--- config.mk ---
export PLATFORM = sky130hd
export DESIGN_NAME = vgroup_seq_ctrl
export DESIGN_NICKNAME = d
export VERILOG_FILES = /design/src/rtl/vgroup_seq_ctrl.sv
export SDC_FILE = /design/constraint.sdc
export NUM_CORES = 1
export LEC_CHECK = 0
export ABC_AREA = 1
export CAP_MARGIN = 20
export CORE_MARGIN = 1
export CORE_UTILIZATION = 53
export DETAILED_ROUTE_END_ITERATION = 8
export PLACE_DENSITY_LB_ADDON = 0.3
export SLEW_MARGIN = 10
export SYNTH_ARGS = -nofsm -noshare
export SYNTH_HDL_FRONTEND = slang
export SYNTH_SLANG_ARGS = --single-unit
--- constraint.sdc ---
create_clock -name clk -period 3.1 [get_ports clk]
set_input_delay 0.465 -clock clk [delete_from_list [all_inputs] [get_ports clk]]
set_output_delay 0.465 -clock clk [all_outputs]
set_load 0.005 [all_outputs]
--- src/rtl/vgroup_seq_ctrl.sv ---
`default_nettype none
// ============================================================================
// Module   : vgroup_seq_ctrl
// Brief    : Walks the LMUL register group of one vector instruction, issuing
//            one register per beat with source/destination indices, a
//            remaining-beat count and a byte-lane tail mask. Signals done on
//            completion and err on illegal vl/vtype/base configurations.
// Options  : VGSEQ_STALL_CNT_EN - builds a saturating issue-stall counter;
//            when undefined stall_cnt is tied to zero.
// Revision : 1.0 - initial release
// ============================================================================
module vgroup_seq_ctrl #(
    parameter int VLEN      = 64,
    parameter int REG_IDX_W = 5
) (
    input  logic                  clk,
    input  logic                  rst_n,
    input  logic                  cmd_valid,
    output logic                  cmd_ready,
    input  logic [7:0]            cmd_vl,
    input  logic [6:0]            cmd_vtype,
    input  logic [REG_IDX_W-1:0]  cmd_vs1,
    input  logic [REG_IDX_W-1:0]  cmd_vs2,
    input  logic [REG_IDX_W-1:0]  cmd_vd,
    output logic                  iss_valid,
    input  logic                  iss_ready,
    output logic [REG_IDX_W-1:0]  iss_vs1,
    output logic [REG_IDX_W-1:0]  iss_vs2,
    output logic [REG_IDX_W-1:0]  iss_vd,
    output logic [3:0]            iss_remaining,
    output logic [VLEN/8-1:0]     iss_bytemask,
    output logic                  iss_last,
    output logic                  done,
    output logic                  err,
    output logic [15:0]           stall_cnt
);

    localparam int BYTES    = VLEN / 8;
    localparam int NUM_REGS = 1 << REG_IDX_W;

    localparam logic [1:0] ST_IDLE   = 2'd0;
    localparam logic [1:0] ST_CHECK  = 2'd1;
    localparam logic [1:0] ST_ISSUE  = 2'd2;
    localparam logic [1:0] ST_FINISH = 2'd3;

    logic [1:0]           state;
    logic [1:0]           state_nxt;

    // Captured instruction
    logic [7:0]           vl_q;
    logic [2:0]           vsew_q;
    logic [2:0]           vlmul_q;
    logic [REG_IDX_W-1:0] vs1_q;
    logic [REG_IDX_W-1:0] vs2_q;
    logic [REG_IDX_W-1:0] vd_q;

    // Per-instruction issue bookkeeping, set up in CHECK
    logic [3:0]           beat;
    logic [3:0]           n_q;
    logic [BYTES-1:0]     last_mask_q;

    // vtype bit 6 (vta/vma-style policy bit) has no effect on sequencing
    logic unused_vtype_msb;
    assign unused_vtype_msb = cmd_vtype[6];

    // Element geometry; low two bits suffice because larger encodings are
    // rejected separately through the illegal flag.
    logic [3:0]  epr;
    logic [3:0]  lmul;
    logic [7:0]  vlmax;
    logic [8:0]  vl_round;
    logic [3:0]  n_calc;
    logic [3:0]  last_bytes;
    logic [BYTES-1:0] mask_calc;
    logic        bad_vtype;
    logic        bad_vl;
    logic        bad_align;
    logic        bad_range;
    logic        illegal;
    logic        is_last_beat;

    assign epr        = 4'd8 >> vsew_q[1:0];
    assign lmul       = 4'd1 << vlmul_q[1:0];
    assign vlmax      = {4'b0, epr} << vlmul_q[1:0];
    // ceil(vl / EPR) as a shift, since EPR is a power of two
    assign vl_round   = {1'b0, vl_q} + {5'b0, epr} - 9'd1;
    assign n_calc     = 4'(vl_round >> (2'd3 - vsew_q[1:0]));
    // Bytes occupied in the final register: total bytes minus full registers
    assign last_bytes = 4'((11'(vl_q) << vsew_q[1:0]) - (11'(n_calc - 4'd1) << 3));
    assign mask_calc  = {BYTES{1'b1}} >> (4'(BYTES) - last_bytes);

    assign bad_vtype  = (vsew_q > 3'd3) || (vlmul_q > 3'd3);
    assign bad_vl     = (vl_q > vlmax);
    assign bad_align  = ((vs1_q & REG_IDX_W'(lmul - 4'd1)) != '0) ||
                        ((vs2_q & REG_IDX_W'(lmul - 4'd1)) != '0) ||
                        ((vd_q  & REG_IDX_W'(lmul - 4'd1)) != '0);
    assign bad_range  = (({1'b0, vs1_q} + (REG_IDX_W+1)'(lmul)) > (REG_IDX_W+1)'(NUM_REGS)) ||
                        (({1'b0, vs2_q} + (REG_IDX_W+1)'(lmul)) > (REG_IDX_W+1)'(NUM_REGS)) ||
                        (({1'b0, vd_q}  + (REG_IDX_W+1)'(lmul)) > (REG_IDX_W+1)'(NUM_REGS));
    assign illegal    = bad_vtype || bad_vl || bad_align || bad_range;

    assign is_last_beat = (beat == (n_q - 4'd1));

    // State register
    always_ff @(posedge clk or negedge rst_n) begin
        if (!rst_n) begin
            state <= ST_IDLE;
        end else begin
            state <= state_nxt;
        end
    end

    // Next-state logic
    always_comb begin
        state_nxt = state;
        case (state)
            ST_IDLE: begin
                if (cmd_valid) begin
                    state_nxt = ST_CHECK;
                end
            end
            ST_CHECK: begin
                if (illegal) begin
                    state_nxt = ST_IDLE;
                end else if (vl_q == 8'd0) begin
                    state_nxt = ST_FINISH;
                end else begin
                    state_nxt = ST_ISSUE;
                end
            end
            ST_ISSUE: begin
                if (iss_ready && is_last_beat) begin
                    state_nxt = ST_FINISH;
                end
            end
            default: begin
                state_nxt = ST_IDLE;
            end
        endcase
    end

    // Outputs: beat fields are driven only in ISSUE, zero elsewhere
    always_comb begin
        cmd_ready     = (state == ST_IDLE);
        iss_valid     = 1'b0;
        iss_vs1       = '0;
        iss_vs2       = '0;
        iss_vd        = '0;
        iss_remaining = 4'd0;
        iss_bytemask  = '0;
        iss_last      = 1'b0;
        done          = (state == ST_FINISH);
        err           = (state == ST_CHECK) && illegal;
        if (state == ST_ISSUE) begin
            iss_valid     = 1'b1;
            iss_vs1       = vs1_q + REG_IDX_W'(beat);
            iss_vs2       = vs2_q + REG_IDX_W'(beat);
            iss_vd        = vd_q  + REG_IDX_W'(beat);
            iss_remaining = n_q - beat;
            iss_bytemask  = is_last_beat ? last_mask_q : {BYTES{1'b1}};
            iss_last      = is_last_beat;
        end
    end

    // Command capture, per-instruction setup and beat counter
    always_ff @(posedge clk or negedge rst_n) begin
        if (!rst_n) begin
            vl_q        <= 8'd0;
            vsew_q      <= 3'd0;
            vlmul_q     <= 3'd0;
            vs1_q       <= '0;
            vs2_q       <= '0;
            vd_q        <= '0;
            beat        <= 4'd0;
            n_q         <= 4'd0;
            last_mask_q <= '0;
        end else begin
            case (state)
                ST_IDLE: begin
                    if (cmd_valid) begin
                        vl_q    <= cmd_vl;
                        vsew_q  <= cmd_vtype[5:3];
                        vlmul_q <= cmd_vtype[2:0];
                        vs1_q   <= cmd_vs1;
                        vs2_q   <= cmd_vs2;
                        vd_q    <= cmd_vd;
                    end
                end
                ST_CHECK: begin
                    beat        <= 4'd0;
                    n_q         <= n_calc;
                    last_mask_q <= mask_calc;
                end
                ST_ISSUE: begin
                    if (iss_ready && !is_last_beat) begin
                        beat <= beat + 4'd1;
                    end
                end
                default: begin
                end
            endcase
        end
    end

`ifdef VGSEQ_STALL_CNT_EN
    logic [15:0] stall_q;

    // Saturating count of cycles where a beat waits on the datapath
    always_ff @(posedge clk or negedge rst_n) begin
        if (!rst_n) begin
            stall_q <= 16'h0000;
        end else if ((state == ST_IDLE) && cmd_valid) begin
            stall_q <= 16'h0000;
        end else if (iss_valid && !iss_ready && (stall_q != 16'hFFFF)) begin
            stall_q <= stall_q + 16'd1;
        end
    end

    assign stall_cnt = stall_q;
`else
    assign stall_cnt = 16'h0000;
`endif

endmodule
`default_nettype wire

Yosys cells after proc, flatten, opt, wreduce, memory -nomap -nowiden
Cells that the tools add are included.
{"block": "totals", "regBits": 47, "word_cells": 84}
{"block": "classes", "addsub": 16, "magnitude_cmp": 6, "eq_ne": 7, "shifts": 6, "muxes": 15, "bitwise": 3, "reduce_logical": 21}
{"op": "5-bit by 4-bit adder with 6-bit output", "count": 3}
{"op": "6-bit > comparator, second input constant", "count": 3}
{"op": "8-bit two-way mux", "count": 2}
{"op": "5-bit by 4-bit adder with 5-bit output", "count": 3}
{"op": "5-bit bitwise AND", "count": 3}
{"op": "5-bit two-way mux", "count": 3}
{"op": "5-bit nonzero test", "count": 3}
{"op": "8-bit by 4-bit adder with 9-bit output", "count": 1}
{"op": "9-bit by 2-bit >> shifter with 4-bit output", "count": 1}
{"op": "9-bit by 1-bit subtractor with 9-bit output, second input constant", "count": 1}
{"op": "8-bit > comparator", "count": 1}
{"op": "8-bit zero test", "count": 1}
{"op": "1-bit logical OR", "count": 8}
{"op": "4-bit two-way mux", "count": 2}
{"op": "4-bit case mux with 2 select lines", "count": 1}
{"op": "4-bit by 2-bit << shifter with 8-bit output", "count": 1}
{"op": "8-bit by 2-bit << shifter with 4-bit output", "count": 1}
{"op": "8-bit by 4-bit >> shifter with 8-bit output, first input constant", "count": 1}
{"op": "4-bit subtractor", "count": 2}
{"op": "3-bit by 2-bit > comparator with 1-bit output, second input constant", "count": 2}
{"op": "2-bit two-way mux", "count": 3}
{"op": "2-bit case mux with 3 select lines", "count": 1}
{"op": "2-bit AND reduction", "count": 3}
{"op": "4-bit by 1-bit subtractor with 5-bit output, second input constant", "count": 1}
{"op": "other kinds (17)", "count": 23}

Longest topological paths before layout
Gate-level depths: netlist of run 1.
{"block": "depth", "word_depth": 10, "ltp_mapped": 20, "depth_no_buf": 19}

Worst setup path after synthesis of run 1
No wires, ideal clock.
{"block": "synth_timing", "path_type": "reg2reg", "start": "register vsew_q[0]", "end": "register last_mask_q[1]", "setup_time_ns": 0.119, "arrival_ns": 2.346, "required_ns": 2.981, "path_slack_ns": 0.635, "stages_incl_launch_ff": 15, "synth_period_minus_slack_ns": 2.465, "cell_sequence": "dfrtp_1 -> inv_2 -> nand2_1 -> ha_1 -> inv_1 -> ha_1 -> fa_1 -> xor2_1 -> nand2_1 -> o21ai_1 -> or2_1 -> nand2_1 -> nand2_2 -> nand4_1 -> nand2_1"}
{"block": "synth_between", "elab_chain_cells": 8, "elab_cells_between_ends": 10}
{"element": "from (decl)", "line": "51", "rtl": "logic [2:0] vsew_q;"}
{"element": "from (signal assigned)", "line": "182", "rtl": "vsew_q <= cmd_vtype[5:3];"}
{"element": "4-bit by 2-bit >> shifter with 4-bit output", "line": "82", "rtl": "assign epr = 4'd8 >> vsew_q[1:0];"}
{"element": "8-bit by 4-bit adder with 9-bit output", "line": "86", "rtl": "assign vl_round = {1'b0, vl_q} + {5'b0, epr} - 9'd1;"}
{"element": "9-bit by 1-bit subtractor with 9-bit output", "line": "86"}
{"element": "9-bit by 2-bit >> shifter with 4-bit output", "line": "87", "rtl": "assign n_calc = 4'(vl_round >> (2'd3 - vsew_q[1:0]));"}
{"element": "1-bit subtractor", "line": "89", "rtl": "assign last_bytes = 4'((11'(vl_q) << vsew_q[1:0]) - (11'(n_calc - 4'd1) << 3));"}
{"element": "4-bit subtractor *", "line": "89"}
{"element": "4-bit subtractor *", "line": "90", "rtl": "assign mask_calc = {BYTES{1'b1}} >> (4'(BYTES) - last_bytes);"}
{"element": "8-bit by 4-bit >> shifter with 8-bit output *", "line": "90"}
{"element": "to (signal assigned)", "line": "192", "rtl": "last_mask_q <= mask_calc;"}
{"element": "to (decl)", "line": "60", "rtl": "logic [BYTES-1:0] last_mask_q;"}
Every way passes the cells marked *; elsewhere a longest branch is shown, timed or not.
A chain may end at the register's enable or synchronous reset.

Worst setup path in the final report of run 1
{"block": "layout_timing", "start": "register beat[2]", "end": "output iss_remaining[3]"}
{"block": "layout_between", "elab_chain_cells": 2}
{"element": "from (decl)", "line": "58", "rtl": "logic [3:0] beat;"}
{"element": "from (signal assigned)", "line": "196", "rtl": "beat <= beat + 4'd1;"}
{"element": "4-bit subtractor", "line": "159", "rtl": "iss_remaining = n_q - beat;"}
{"element": "4-bit two-way mux", "line": "154", "rtl": "if (state == ST_ISSUE) begin"}
{"element": "to (decl)", "line": "30", "rtl": "output logic [3:0] iss_remaining,"}
No other way between the ends.

==> results.yml, run 1 <==
critical_path:
  r2r_end: "last_mask_q[0]"
  crit_required_ps: 2630
  max_stage_delay_ps: 540
  path_cells: "inv_1, ha_1, nand2_1, nor2_1, a211oi_1, o21ai_0, a21oi_1, clkdlybuf4s50_1"
  r2r-start: "vsew_q[0]"
  cp_max_fo: 7
  rr_worst_depth: 15
  crit_type: "flip-flop to primary output"
  cp.arrival_ps: 2490
  worst_path_max_delay_cell: "dfrtp_1"
  rrSetupSlack_ps: 280
  start_kind: "flip-flop"
  worstSetupEndpointType: "primary output"
clocking:
  cts_hold_buffers: 0
  cts.clk_slew.worst_paths_ps: 100
  root_buffer: "clkbuf_8"
  htreeDepth: 2
  insertion_delay_ps: 300
  numCtsBuffers: 5
  clock_sinks: 47
  clockBufferDepth: 2
  cts_tree: "yes"
place:
  hpwl_um: 7660
  gp_congestion: 0.972
  numPortBuffers: 64
  place_ws_ps: 34.9
final_layout:
  num-fill-cells: 646
  register_area_um2: 1180
  layout_common_cells: "102 x nand2_1, 81 x inv_1, 62 x clkdlybuf4s50_1, 53 x ha_1, 52 x nor2_1"
  area_delta_synth_final_pct: 26.3
  layout_commonest_cell: "nand2_1"
  n_antenna_cell: 0
  drive_gt1_frac: 0.153
  multiInputGateArea_um2: 2670
  fin_nets: 748
route:
  first_iter_violations: 239
  wl_per_cell_um: 13.6
  dr.pass1.iters: 5
  vias: 3954
  ant_nets: 0
  avgViaCountPerCell: 5.22
  drc_errors: 0
  drt_wl_total_um: 10300
timing:
  finalHoldViolations: 0
  rsz0062_at_grt: "true"
  worst_slack_ps: 147
  max_freq_ghz: 0.339
  slew-limit-headroom: 0.590
  skew_ps: 6.40
  finalSetupViolCount: 0
  worstMarginPinSlew_ps: 615
  min_period_over_period: 0.953
  drv_slew: 0
  period_minus_slack_ps: 2950
global_route:
  grt_pass1_wl_um: 17800
  grt_max_degree: 48
  grt_pass1_vias: 3934
  track_usage: 0.265
  antenna_found_initial: 0
  grt.overflow.total: 0
pwr:
  p_comb_frac: 0.677
  ir_worst_vdd_mv: 0.725
  leakage_uw: 0.00275
  p_int_uw: 2780
  p_sw_frac: 0.498
  p_per_area_nw_per_um2: 1030
  clkPwrFrac: 0.098
  power.net_switching_uw: 2750
  power.share.sequential: 0.225
  total_power_uw: 5530
synth:
  ys_ff_latch: 47
  synth_fa_ha_area_frac: 0.186
  synth_compound_area_frac: 0.119
  synthMuxAreaShare: 0.0342
  syn-cell-area_um2: 4240
  yosys-top-cells-area: "dfrtp_1 28%, ha_1 16%, nand2_1 9.4%"
  seq_area_frac_synth: 0.277
  syn_inst: 565
  synth_top_area_frac: 0.277
  synth-xor-area-share: 0.0330
  synth.avg_cell_area_um2: 7.51
  yosysTopAreaCell: "dfrtp_1"
  synth_top_family_by_area: "simple AND/OR/NAND/NOR gates"
  yosysWarnings: 0
  synth-simple-area-share: 0.225
  netlist-cell-type-count: 39
floorplanning:
  die_x_um: 91.5
  die_h_um: 91.5
  ios: 82
  rows: 32
  initial_core_util: 0.549
  core_region_area_um2: 7730
  dieArea_um2: 8370
min_path:
  hold_path_class: "input port to asynchronous set/reset pin"
flow_run:
  drv_cap: 0
status:
  status: "finished clean"
-- power by group through the flow --
| stage | clock network [uW] | registers (uW) | logic, uW |
|---|---|---|---|
| after global routing | 590 | 1280 | 4310 |
| after CTS | 559 | 1210 | 3580 |
| after floorplan | 0 | 1110 | 2670 |
| after detailed placement | 0 | 1230 | 3410 |
| after global placement | 0 | 1220 | 3250 |
| final | 545 | 1240 | 3740 |
-- critical path, delay by kind of cell (launching register included) --
kind	cells	cell delay (ps)
AOI/OAI and AO/OA	3	510
adders and majority gates	1	360
buffers and inverters	2	660
DFF	1	540
and+or+nand+nor	2	120
-- area by class of cell --
cell class	count	share of cell area
multi-input cells	413	0.498
flip-flops and latches	47	0.221
repair buffers	95	0.167
inverters	92	0.0654
well taps	102	0.0238
clock buffers	5	0.0128
clock inverters	3	0.0126
-- flip-flops by register name, summed over array words and instances (netlist names) --
| register | count |
|---|---|
| vs2_q | 5 |
| vsew_q | 3 |
| last_mask_q | 8 |
| beat | 4 |
| vd_q | 5 |
| vl_q | 8 |
| vlmul_q | 3 |
| n_q | 4 |
| state | 2 |
| vs1_q | 5 |
-- synth_stat cells (all sizes together) --
cell type	count
or2	6
nand3	25
ha	55
nand4	13
mux2	12
a31oi	6
o211ai	2
o22ai	1
nand2	111
buf	22
clkbuf	6
mux2i	1
nor2	54
nand3b	3
inv	92
nor4	1
nor3	4
a21oi	42
o31ai	1
xnor2	9
a22oi	2
conb	1
xor2	7
o21ai	31
o221ai	2
dfrtp	47
o21bai	3
a211oi	1
fa	5
-- timing repair --
| item | in CTS | in global routing |
|---|---|---|
| pin swaps | 3 | 8 |
| gates resized for setup | 18 | 17 |
| endpoints found under the hold margin | 0 | 0 |
| buffers inserted | 8 | 7 |
| setup endpoints to repair | 1 | 13 |
| gates cloned | 0 | 0 |
-- worst max-delay path by stage --
stage / to / from / cells past startpoint
after floorplan: last_mask_q[1] / vsew_q[0] / 14
after global placement: err / vsew_q[0] / 18
after detailed placement: err / vsew_q[1] / 15
after CTS: err / vsew_q[0] / 18
after global routing: err / vsew_q[1] / 20
final: iss_remaining[3] / beat[2] / 8
-- metrics by stage --
step,TNS [ps],utilization,area (um2),hold slack (ps),instances
floorplan,0,-,4300,169,580
global placement,0,0.646,4990,462,733
detailed placement,0,0.646,4990,466,733
CTS,0,0.677,5240,388,749
global route,-77.4,0.693,5360,177,757
finish,0,0.693,5360,157,757
-- per-layer routing --
| metal | global-route usage | up-vias | part of all wire |
|---|---|---|---|
| li1 | - | 1983 | - |
| met1 | 0.344 | 1844 | 0.46 |
| met2 | 0.459 | 110 | 0.48 |
| met3 | 0.0360 | 17 | 0.045 |
| met4 | 0.0754 | 0 | 0.016 |
| met5 | 0 | - | 0 |
-- kinds of logic (layout without fill, tap and decap cells) --
| kind of cell | after synthesis | after routing |
|---|---|---|
| adders and majority gates | 60 | 60 |
| muxes | 13 | 13 |
| DFF | 47 | 47 |
| xor gates and xnor gates | 16 | 16 |
| and+or+nand+nor | 217 | 217 |
| buffers and inverters | 120 | 195 |
| AOI/OAI and AO/OA | 91 | 91 |
| other | 1 | 16 |
No activity file was read; power rests on OpenSTA's default activity.
==> inputs of run 2 (changes only) <==
--- a/config.mk
+++ b/config.mk
@@ -8,7 +8,7 @@
 export ABC_AREA = 1
 export CAP_MARGIN = 20
 export CORE_MARGIN = 1
-export CORE_UTILIZATION = 53
+export CORE_UTILIZATION = 48
 export DETAILED_ROUTE_END_ITERATION = 8
 export PLACE_DENSITY_LB_ADDON = 0.3
 export SLEW_MARGIN = 10
==> constraint.sdc (replaced) <==
create_clock -name clk -period 2.4 [get_ports clk]
set_input_delay 0.36 -clock clk [delete_from_list [all_inputs] [get_ports clk]]
set_output_delay 0.36 -clock clk [all_outputs]
set_load 0.005 [all_outputs]
==> results.yml, run 2 (same netlist as run 1, synthesis figures left out) <==
global_route:
  track_usage: 0.285
  grt.overflow.total: 0
  grt_max_degree: 33
  grt_pass1_wl_um: 20200
  antenna_found_initial: 0
  grt_pass1_vias: 4488
timing:
  period_minus_slack_ps: 2830
  worstMarginPinSlew_ps: 536
  min_period_over_period: 1.18
  skew_ps: 13.7
  whs_ps: 486
  drv_slew: 0
  finalSetupViolCount: 20
  finalHoldViolations: 0
  rsz0062_at_grt: "true"
  slew-limit-headroom: 0.643
  worst_slack_ps: -435
  max_freq_ghz: 0.353
place:
  numPortBuffers: 64
  gp_congestion: 0.991
  place_ws_ps: -450
  hpwl_um: 8740
  dpl.cell_count: 800
route:
  first_iter_violations: 275
  dr.pass1.iters: 5
  drc_errors: 0
  ant_nets: 0
  vias: 4512
  avgViaCountPerCell: 5.30
  wl_per_cell_um: 15.3
  drt_wl_total_um: 13000
status:
  status: "finished with violations"
  violations: "negative setup slack"
floorplanning:
  die_h_um: 96.0
  ios: 82
  core_region_area_um2: 8380
  rows: 33
  initial_core_util: 0.506
  die_x_um: 96.0
  dieArea_um2: 9220
critical_path:
  crit_required_ps: 2040
  cp.arrival_ps: 2470
  crit_path_start: "vsew_q[1]"
  worstSetupEndpointType: "primary output"
  crit_type: "flip-flop to primary output"
  start_kind: "flip-flop"
  cp_max_fo: 4
  r2r-start: "vsew_q[1]"
clocking:
  htreeDepth: 2
  root_buffer: "clkbuf_8"
  cts.clk_slew.worst_paths_ps: 90
  clockBufferDepth: 2
  insertion_delay_ps: 310
  numCtsBuffers: 5
  clock_sinks: 47
  cts_tree: "yes"
final_layout:
  fin_cells: 852
  layout_common_cells: "109 x buf_4, 94 x nand2_1, 77 x inv_1, 52 x nor2_1, 43 x ha_1"
  area_delta_synth_final_pct: 49.3
  drive_gt1_frac: 0.365
  reg_top3: "last_mask_q (8), vl_q (8)"
  num-fill-cells: 575
  layout_commonest_cell: "buf_4"
  fin_nets: 840
  register_area_um2: 1180
  n_antenna_cell: 0
  multiInputGateArea_um2: 3060
pwr:
  total_power_uw: 9390
  leakage_uw: 0.00329
  p_per_area_nw_per_um2: 1480
  ir_worst_vdd_mv: 1.16
flow_run:
  drv_cap: 0
min_path:
  hold_path_class: "input port to asynchronous set/reset pin"
==> run 2: final timing paths <==
check / to / slack, ps / cells past startpoint
min in group clk: last_mask_q[4] / 530 / 2
hold reg to reg: last_mask_q[4] / 530 / 2
setup / recovery: err / -430 / 16
max in group asynchronous: vd_q[0] / 1150 / 3
hold / removal: vl_q[0] / 490 / 2
setup reg to reg: n_q[0] / -350 / 14
==> run 2: critical path: stages, from the launching register on <==
cell and delay, ps:
dfrtp_1 440, inv_2 120, nand2_2 100, buf_4 140, nor2_1 130, a21oi_1 80
ha_1 280, nand2_1 50, nor2_1 140, nand4_1 100, nand2_1 70, nand2_1 50
a21oi_2 150, nand3_2 110, nand2_2 90, inv_2 40, buf_6 100
==> run 2: timing repair <==
item | in CTS | in global routing
gates resized for setup | 118 | 87
endpoints found under the hold margin | 15 | 0
setup buffers | 29 | 15
gates cloned | 1 | 0
setup endpoints to repair | 41 | 40
pin swaps | 21 | 34
hold buffers | 1 | 0
==> run 2: per-layer routing <==
metal  share of wire  global-route usage  wire length, um
met5               0                   0                0
met4           0.020              0.0920              258
met3           0.052              0.0340              671
met2            0.51               0.521             6630
met1            0.42               0.344             5470
==> run 2: through the flow <==
step	instance area (um2)	setup TNS (ps)	util
global placement	5490	-2600	0.655
detailed placement	5490	-4040	0.655
finish	6340	-4050	0.756
CTS	5980	-3200	0.714
global route	6340	-6570	0.756
floorplan	4310	0	-
==> run 2: cell type report <==
class | instances | area share
flip-flops and latches | 47 | 0.187
well taps | 105 | 0.0207
inverters | 92 | 0.0551
repair buffers | 186 | 0.240
clock inverters | 3 | 0.00316
clock buffers | 5 | 0.0109
multi-input cells | 414 | 0.483
==> run 2: power by group <==
part	internal, uW	switching (uW)
combinational	3450	3910
clock	203	292
sequential	1170	374
==> inputs of run 3 (changes only) <==
--- a/config.mk
+++ b/config.mk
@@ -6,9 +6,11 @@
 export NUM_CORES = 1
 export LEC_CHECK = 0
 export ABC_AREA = 1
+export ABC_CLOCK_PERIOD_IN_PS = 2400
 export CAP_MARGIN = 20
 export CORE_MARGIN = 1
-export CORE_UTILIZATION = 48
+export CORE_UTILIZATION = 49
+export CTS_BUF_LIST = sky130_fd_sc_hd__clkbuf_4
 export DETAILED_ROUTE_END_ITERATION = 8
 export PLACE_DENSITY_LB_ADDON = 0.3
 export SLEW_MARGIN = 10
==> results.yml, run 3 (same netlist as run 1, synthesis figures left out) <==
route:
  first_iter_violations: 227
  dr.pass1.iters: 5
  drc_errors: 0
  wl_per_cell_um: 15.3
  ant_nets: 0
  vias: 4524
  drt_wl_total_um: 13100
  avgViaCountPerCell: 5.28
timing:
  worstMarginPinSlew_ps: 645
  min_period_over_period: 1.20
  finalHoldViolations: 0
  skew_ps: 14.0
  period_minus_slack_ps: 2890
  max_freq_ghz: 0.346
  slew-limit-headroom: 0.570
  finalSetupViolCount: 25
  whs_ps: 48.8
  rsz0062_at_grt: "true"
  worst_slack_ps: -490
  drv_slew: 0
  setup-tns-final_ps: -4510
place:
  gp_congestion: 0.954
  numPortBuffers: 64
  hpwl_um: 8470
final_layout:
  layout_common_cells: "112 x buf_4, 99 x nand2_1, 75 x inv_1, 52 x nor2_1, 42 x ha_1"
  area_delta_synth_final_pct: 48.1
  n_antenna_cell: 0
  fin_nets: 845
  layout_commonest_cell: "buf_4"
  drive_gt1_frac: 0.364
  reg_top3: "last_mask_q (8), vl_q (8)"
clocking:
  cts.clk_slew.worst_paths_ps: 150
  cts_hold_buffers: 0
  root_buffer: "clkbuf_4"
  clockBufferDepth: 2
  insertion_delay_ps: 390
  htreeDepth: 2
  cts_tree: "yes"
  numCtsBuffers: 5
  clock_sinks: 47
critical_path:
  rr_worst_depth: 15
  cp.arrival_ps: 2530
  cp-endpoint: "err"
  crit_path_start: "vlmul_q[0]"
  r2r_end: "last_mask_q[5]"
  rrSetupSlack_ps: -280
  crit_type: "flip-flop to primary output"
  worstSetupEndpointType: "primary output"
  r2r-start: "vsew_q[0]"
  crit_required_ps: 2040
  start_kind: "flip-flop"
  cp_max_fo: 5
global_route:
  grt_max_degree: 48
  grt_pass1_wl_um: 20100
  grt_pass1_vias: 4269
  track_usage: 0.288
  antenna_found_initial: 0
  grt.overflow.total: 0
floorplanning:
  ios: 82
  die_x_um: 95.1
  core_region_area_um2: 8300
  rows: 33
  dieArea_um2: 9030
  die_h_um: 95.1
  initial_core_util: 0.511
pwr:
  leakage_uw: 0.00332
  p_sw_frac: 0.473
  p_per_area_nw_per_um2: 1420
  ir_worst_vdd_mv: 1.05
  p_int_uw: 4690
  power.share.sequential: 0.172
  clkPwrFrac: 0.071
  p_comb_frac: 0.757
  power.net_switching_uw: 4210
min_path:
  hold_path_class: "input port to asynchronous set/reset pin"
status:
  violations: "negative setup slack"
  status: "finished with violations"
flow_run:
  drv_cap: 0
[run 3: cell count changes in the layout (fill, tap and decap cells not counted), moves of 5 or more]
cell	change
nand2_2	-5
a21oi_1	+5
buf_2	+6
a21oi_2	-5
clkbuf_8	-5
nand2_1	+5
clkbuf_4	+6
[run 3: worst max-delay path: stages, from the launching register on]
cell	delay (ps)
dfrtp_2	460
buf_4	180
nor2_4	150
ha_1	200
ha_1	230
or2_2	270
nor2_1	120
nand3_1	90
nand2_1	120
nand3_2	110
nand2_1	70
inv_1	40
buf_2	110
[run 3: final cells by class]
type / instances / area [um2]
clock buffers: 6 / 45.0
repair buffers: 191 / 1550
clock inverters: 2 / 60.1
multi-input cells: 414 / 2970
inverters: 92 / 345
well taps: 105 / 131
flip-flops and latches: 47 / 1190
fillers: 594 / 2020
[run 3: through the flow]
step | instances | worst slack (ps) | power [uW] | utilization | cell area [um2]
finish | 857 | -490 | 8890 | 0.757 | 6280
global route | 857 | -661 | 9710 | 0.757 | 6280
CTS | 841 | -499 | 8390 | 0.729 | 6050
detailed placement | 801 | -547 | 6900 | 0.663 | 5500
global placement | 801 | -462 | 6720 | 0.663 | 5500
floorplan | 580 | 25.6 | 4900 | - | 4310
[run 3: timing repair]
action                                  4_1_cts  5_1_grt
pin swaps                                    28       30
cloned                                        1        0
endpoints found under the setup margin       38       45
hold endpoints to repair                      0        0
resized for setup                           149       58
buffers inserted                             31       18
[run 3: worst min-delay path by stage]
stage / start / to / slack, ps
floorplan: rst_n / beat[0] / 60
global placement: last_mask_q[7] / last_mask_q[7] / 460
detailed placement: last_mask_q[2] / last_mask_q[2] / 460
CTS: rst_n / vl_q[5] / 70
global route: rst_n / vl_q[5] / 100
finish: rst_n / vs2_q[4] / 50
[run 3: power by group through the flow]
stage | clock, uW | sequential (uW) | combinational [uW]
6_report | 630 | 1530 | 6730
3_5_place_dp | 0 | 1520 | 5390
2_1_floorplan | 0 | 1440 | 3460
3_3_place_gp | 0 | 1500 | 5220
5_1_grt | 665 | 1570 | 7470
4_1_cts | 643 | 1490 | 6260
[run 3: metal layers]
metal	GRT usage	routed length, um
met5	0	0
met4	0.104	337
met3	0.0431	699
met2	0.487	6240
met1	0.374	5810
